<file path="config.mk">
export PLATFORM = sky130hd
export DESIGN_NAME = rs232c_rx_buffer
export DESIGN_NICKNAME = d
export VERILOG_FILES = /design/src/rtl/rs232c_rx_buffer_pkg.sv /design/src/rtl/rs232c_rx_buffer_rx_fifo.sv /design/src/rtl/rs232c_rx_buffer.sv
export SDC_FILE = /design/constraint.sdc
export NUM_CORES = 1
export LEC_CHECK = 0
export ABC_AREA = 1
export CORE_MARGIN = 10
export CORE_UTILIZATION = 55
export CTS_BUF_LIST = sky130_fd_sc_hd__clkbuf_8
export DETAILED_ROUTE_END_ITERATION = 12
export PLACE_DENSITY = 0.72
export SLEW_MARGIN = 5
export SYNTH_ARGS = -nofsm -noshare
export SYNTH_HDL_FRONTEND = slang
export SYNTH_HIERARCHICAL = 1
export SYNTH_SLANG_ARGS = --single-unit
</file>
<file path="constraint.sdc">
create_clock -name CLK -period 6.9 [get_ports CLK]
set_clock_uncertainty 0.05 [all_clocks]
set_input_delay 1.38 -clock CLK [delete_from_list [all_inputs] [get_ports CLK]]
set_output_delay 1.38 -clock CLK [all_outputs]
set_load 0.02 [all_outputs]
</file>
<file path="src/rtl/rs232c_rx_buffer_pkg.sv">
// rtl/rs232c_rx_buffer_pkg.sv - shared constants and types for the RS-232C receive buffer
package rs232c_rx_buffer_pkg;

  // 14 ns system clock against a 2000 ns serial bit
  localparam int CLKS_PER_BIT_DEFAULT = 143;
  localparam int DEPTH_LOG2_DEFAULT   = 4;
  localparam int DATA_BITS            = 8;

  // Receiver FSM encoding
  typedef enum logic [1:0] {
    IDLE  = 2'd0,
    START = 2'd1,
    DATA  = 2'd2,
    STOP  = 2'd3
  } rx_state_t;

  // Width of a down-to-zero-style bit timer able to hold clks-1
  function automatic int timer_width(input int clks);
    return (clks > 2) ? $clog2(clks) : 1;
  endfunction

endpackage

</file>
<file path="src/rtl/rs232c_rx_buffer_rx_fifo.sv">
// rtl/rs232c_rx_buffer_rx_fifo.sv - receive byte FIFO with overrun flag and simultaneous push/pop
module rx_fifo #(
  parameter int WIDTH      = 8,
  parameter int DEPTH_LOG2 = 4
) (
  input  logic                  clk,
  input  logic                  resetn,
  input  logic                  in_tvalid,
  input  logic [WIDTH-1:0]      in_tdata,
  output logic                  out_tvalid,
  output logic [WIDTH-1:0]      out_tdata,
  input  logic                  out_tready,
  output logic [DEPTH_LOG2:0]   count,
  output logic                  overrun
);

  localparam int DEPTH   = 1 << DEPTH_LOG2;
  localparam int COUNT_W = DEPTH_LOG2 + 1;

  logic [WIDTH-1:0]      mem [DEPTH];
  logic [DEPTH_LOG2-1:0] wr_ptr;
  logic [DEPTH_LOG2-1:0] rd_ptr;
  logic                  empty;
  logic                  full;
  logic                  pop;
  logic                  wr_en;

  assign empty = (count == '0);
  assign full  = (count == COUNT_W'(DEPTH));
  // A pop on an empty FIFO is simply ignored
  assign pop   = out_tready && !empty;
  // When full, a write only fits if the head is leaving in the same cycle
  assign wr_en = in_tvalid && (!full || pop);

  assign out_tvalid = !empty;
  assign out_tdata  = empty ? '0 : mem[rd_ptr];

  // Storage array; contents are meaningless until counted in, so no reset
  always_ff @(posedge clk) begin
    if (wr_en) begin
      mem[wr_ptr] <= in_tdata;
    end
  end

  // Pointers wrap naturally at 2^DEPTH_LOG2; count tracks pushes minus pops
  always_ff @(posedge clk or negedge resetn) begin
    if (!resetn) begin
      wr_ptr  <= '0;
      rd_ptr  <= '0;
      count   <= '0;
      overrun <= 1'b0;
    end else begin
      overrun <= in_tvalid && !wr_en;
      if (wr_en) begin
        wr_ptr <= wr_ptr + DEPTH_LOG2'(1);
      end
      if (pop) begin
        rd_ptr <= rd_ptr + DEPTH_LOG2'(1);
      end
      case ({wr_en, pop})
        2'b10:   count <= count + COUNT_W'(1);
        2'b01:   count <= count - COUNT_W'(1);
        default: count <= count;
      endcase
    end
  end

endmodule

</file>
<file path="src/rtl/rs232c_rx_buffer.sv">
// rtl/rs232c_rx_buffer.sv - RS-232C 8N1 receiver feeding a byte FIFO
module rs232c_rx_buffer
  import rs232c_rx_buffer_pkg::*;
#(
  parameter int CLKS_PER_BIT = CLKS_PER_BIT_DEFAULT,
  parameter int DEPTH_LOG2   = DEPTH_LOG2_DEFAULT
) (
  input  logic                CLK,
  input  logic                XRST,
  input  logic                RS_RX,
  output logic [7:0]          rx_data,
  output logic                rx_valid,
  input  logic                rx_ready,
  output logic [DEPTH_LOG2:0] rx_count,
  output logic                frame_err,
  output logic                overrun
);

  localparam int TIMER_W = timer_width(CLKS_PER_BIT);
  localparam logic [TIMER_W-1:0] BIT_LAST  = TIMER_W'(CLKS_PER_BIT - 1);
  localparam logic [TIMER_W-1:0] HALF_LAST = TIMER_W'(CLKS_PER_BIT / 2 - 1);

  logic                 sync_meta;
  logic                 sync_line;
  logic [1:0]           warm;
  logic                 line_prev;
  logic                 start_edge;
  rx_state_t            state;
  logic [TIMER_W-1:0]   timer;
  logic                 bit_tick;
  logic [2:0]           bit_idx;
  logic [DATA_BITS-1:0] shift;
  logic                 push;

  // Two-flop synchronizer; both flops reset to the idle (high) line level
  always_ff @(posedge CLK or negedge XRST) begin
    if (!XRST) begin
      sync_meta <= 1'b1;
      sync_line <= 1'b1;
    end else begin
      sync_meta <= RS_RX;
      sync_line <= sync_meta;
    end
  end

  // Edge history only trusts the synchronizer once it holds real samples,
  // so a line already low at reset release never looks like a start edge
  always_ff @(posedge CLK or negedge XRST) begin
    if (!XRST) begin
      warm      <= 2'd0;
      line_prev <= 1'b0;
    end else begin
      if (warm != 2'd2) begin
        warm <= warm + 2'd1;
      end
      line_prev <= (warm == 2'd2) ? sync_line : 1'b0;
    end
  end

  assign start_edge = line_prev && !sync_line;
  assign bit_tick   = (timer == BIT_LAST);
  // Push straight from the stop-bit sample so the byte is visible next cycle
  assign push       = (state == STOP) && bit_tick && sync_line;

  // Receiver FSM: mid-bit sampling, LSB first, leaves STOP half a bit early
  always_ff @(posedge CLK or negedge XRST) begin
    if (!XRST) begin
      state     <= IDLE;
      timer     <= '0;
      bit_idx   <= 3'd0;
      shift     <= '0;
      frame_err <= 1'b0;
    end else begin
      frame_err <= 1'b0;
      case (state)
        IDLE: begin
          timer   <= '0;
          bit_idx <= 3'd0;
          if (start_edge) begin
            state <= START;
          end
        end
        START: begin
          if (timer == HALF_LAST) begin
            timer <= '0;
            state <= sync_line ? IDLE : DATA;
          end else begin
            timer <= timer + TIMER_W'(1);
          end
        end
        DATA: begin
          if (bit_tick) begin
            timer   <= '0;
            shift   <= {sync_line, shift[DATA_BITS-1:1]};
            bit_idx <= bit_idx + 3'd1;
            if (bit_idx == 3'd7) begin
              state <= STOP;
            end
          end else begin
            timer <= timer + TIMER_W'(1);
          end
        end
        STOP: begin
          if (bit_tick) begin
            timer <= '0;
            state <= IDLE;
            if (!sync_line) begin
              frame_err <= 1'b1;
            end
          end else begin
            timer <= timer + TIMER_W'(1);
          end
        end
        default: state <= IDLE;
      endcase
    end
  end

  rx_fifo #(
    .WIDTH      (DATA_BITS),
    .DEPTH_LOG2 (DEPTH_LOG2)
  ) u_rx_fifo (
    .clk        (CLK),
    .resetn     (XRST),
    .in_tvalid  (push),
    .in_tdata   (shift),
    .out_tvalid (rx_valid),
    .out_tdata  (rx_data),
    .out_tready (rx_ready),
    .count      (rx_count),
    .overrun    (overrun)
  );

endmodule

</file>
==> results.md <==
- Outcome: finished, final reports clean
- Hold_buf cts: 0
- Combinational power share: 33.4%
- Congestion Overflow GR: 0
- Area grow syn2layout: 7.38%
- Die X: 136 um
- Postcts setup bufs: 0
- Synthesized area: 7350 um^2
- Max cap viols: 0
- Slew HR: 24.6%
- Most common cell after layout, fill and taps aside: nand2_1
- Clock latency on the worst-skew pair: about 450 ps
- Post-route ant nets: 0
- Num CTS Buffers: 17
- Sequential fraction of the synthesis area: 66.3%
- H-tree Lvls: 4
- Crit end category: output pin
- FMAX: roughly 220 MHz
- Library cells used by synthesis: 33
- Final #Nets: 701
- Routability cong.: 0.860
- Max-slew violation count: 0
- Post-DP HPWL: around 9600 um
- Worst Max-Slew Pin Slew: 1130 ps
- Core Region: 13100 um^2
- Worst min path class: reg2reg
- Crit-path leading delay family: buffers and inverters
- Fin worst setup slack: 2420 ps
- Top cell by count, worst path: nand2_1
- Pin count of the biggest net entering global routing: 67
- Most frequent cells in the layout: nand2_1, edfxtp_1, nand3_1
- Initial antenna violation count: 0
- Routed WL per cell: around 17 um
- Clock-pin slew on the worst setup and hold paths: approximately 80 ps
- Critical path, cell by cell: inv_2, nand2_1, nand3_1, nand3_1, nand2_1, nand2_1, a21oi_1, clkdlybuf4s50_1
- DR pass1 iterations: 5
- Drt total wl: 15200 um
- Syn Inst Count: 671
- Syn avg cell area: 10.9 um^2
- Top cell type's share of synthesized area: 52.3%
- Critical Path RT: between 5000 and 6000 ps
- DIE HEIGHT: ~140 um
- Hold Fails Final Rpt: 0
- Internal Pwr Total: approximately 1.7 mW
- Final Core Density: 60.0%
- CP arrival: ~3100 ps
- Layout cells sized above 1: 8.19%
- Worst vdd ir: 292 uV
- Yosys reg bits: 169
- Vias in the first global route: between 4000 and 5000
- # clock sinks: 169
- Placed insts: 840
- CTS tree: built
- Peak fanout along the critical path: 65
- Residual DRC count: 0
- Sw Share: a little under two fifths
- Ranking of synthesized cells by area: edfxtp_1, dfrtp_1, nand2_1
- Period utilization: about two thirds
- Finished Layout Cells: 872
- GRT Total Usage: 17.4%
- Worst setup SP type: register
- PortBufs: 19
- DR iter-0 viols: between 400 and 500
- Delay of the slowest critical-path stage: 810 ps
- Via Count: 4817
- Leakage: 3.31 nW
- Mapped Nets: between 600 and 700
- Crit path buffers/inverters: 2
- Critical path's slowest cell: inv_2
- Min cycle time layout: 4480 ps
- Ys Warns: 6
- Starting density of the core: 55.9%
- # IOs: 20
- CTS max path bufs: 2
- Fin Setup TNS: 0 ps
- Via density: 5.52
- Post-Place Worst Slack: about 2900 ps
- Row count: 42
- Post_cts resized: 0
- Sw Pwr: around 0.99 mW
- WS Path Type: reg2out
- RSZ-0062 raised after global routing: no
- Clk pwr share: 21.7%
- Ant diodes: 0
- Sequential share of power: roughly 45%
- Finished Cell Area: 7890 um^2
- Placed Area: ~7600 um^2
- Setup violations, final: 0
- Die area: 18400 um^2
- First-pass GRT wire length: 24700 um
- Cell taking the most area after synthesis: edfxtp_1
- Total power per unit cell area: 338 nW/um^2
- Clk root buf: clkbuf_8
final timing paths:
path / startpoint / endpoint / slack [ps] / depth (start not counted)
max: u_rx_fifo/rd_ptr[0] / rx_data[1] / 2420 / 8
min: sync_meta / sync_line / 320 / 0
max reg2reg: timer[0] / u_rx_fifo/mem[15][4] / 3880 / 10
min reg2reg: sync_meta / sync_line / 320 / 0
max in group asynchronous: XRST / u_rx_fifo/rd_ptr[0] / 5160 / 1
min in group asynchronous: XRST / u_rx_fifo/count[3] / 1010 / 1
power groups by stage:
| stage | Combinational [mW] | Sequential [mW] | Clock [mW] |
|---|---|---|---|
| after global placement | 0.873 | 1.21 | 0 |
| after floorplan | 0.668 | 1.20 | 0 |
| final | 0.890 | 1.19 | 0.579 |
| after global routing | 0.977 | 1.20 | 0.636 |
| after detailed placement | 0.879 | 1.22 | 0 |
| after CTS | 0.887 | 1.19 | 0.595 |
through the flow:
stage               hold WS (ps)  power (mW)
global placement             297        2.09
finish                       318        2.66
detailed placement           305        2.10
floorplan                    295        1.87
CTS                          319        2.68
global route                 318        2.82
flip-flops by register name, summed over array words and instances, names as in the netlist, named ones only:
register	count
timer	8
bit_idx	3
u_rx_fifo/count	5
state	1
line_prev	1
shift	8
u_rx_fifo/rd_ptr	4
u_rx_fifo/wr_ptr	4
u_rx_fifo/overrun	1
warm	2
u_rx_fifo/mem	128
sync_line	1
frame_err	1
sync_meta	1
kinds of logic (layout without fill, tap and decap cells):
kind of cell / Yosys count / count (layout) / synth area share [%]
simple gates: 381 / 381 / 22.8
flops: 169 / 169 / 66.3
buf+inv: 64 / 89 / 4.58
compound gates: 29 / 29 / 2.18
fa+ha+maj: 14 / 14 / 2.49
xor+xnor: 14 / 14 / 1.67
synth_stat cells, drive strengths merged:
library cell / instances
a21oi: 18
dfstp: 2
buf: 23
fa: 1
edfxtp: 128
nand3: 108
o21ai: 11
clkbuf: 5
ha: 13
clkinv: 2
and2: 1
xor2: 11
dfrtp: 39
nor3: 3
inv: 34
nand2: 226
nor2: 35
nand4: 6
xnor2: 3
nand3b: 2
layout make-up:
| class | instances | area, um^2 |
|---|---|---|
| clock buffer | 18 | 248 |
| inverter | 36 | 138 |
| clock inverter | 14 | 71.3 |
| multi-input combinational | 438 | 2140 |
| sequential | 169 | 4870 |
| fill | 1087 | 5250 |
| timing repair buffer | 21 | 200 |
| tap | 176 | 220 |
metal layers:
metal	global-route usage (%)	wire length (um)
met5	0	0
met4	8.07	466
met2	28.1	7260
met3	4.27	1000
met1	21.7	6450
No activity file was read; power rests on OpenSTA's default activity.
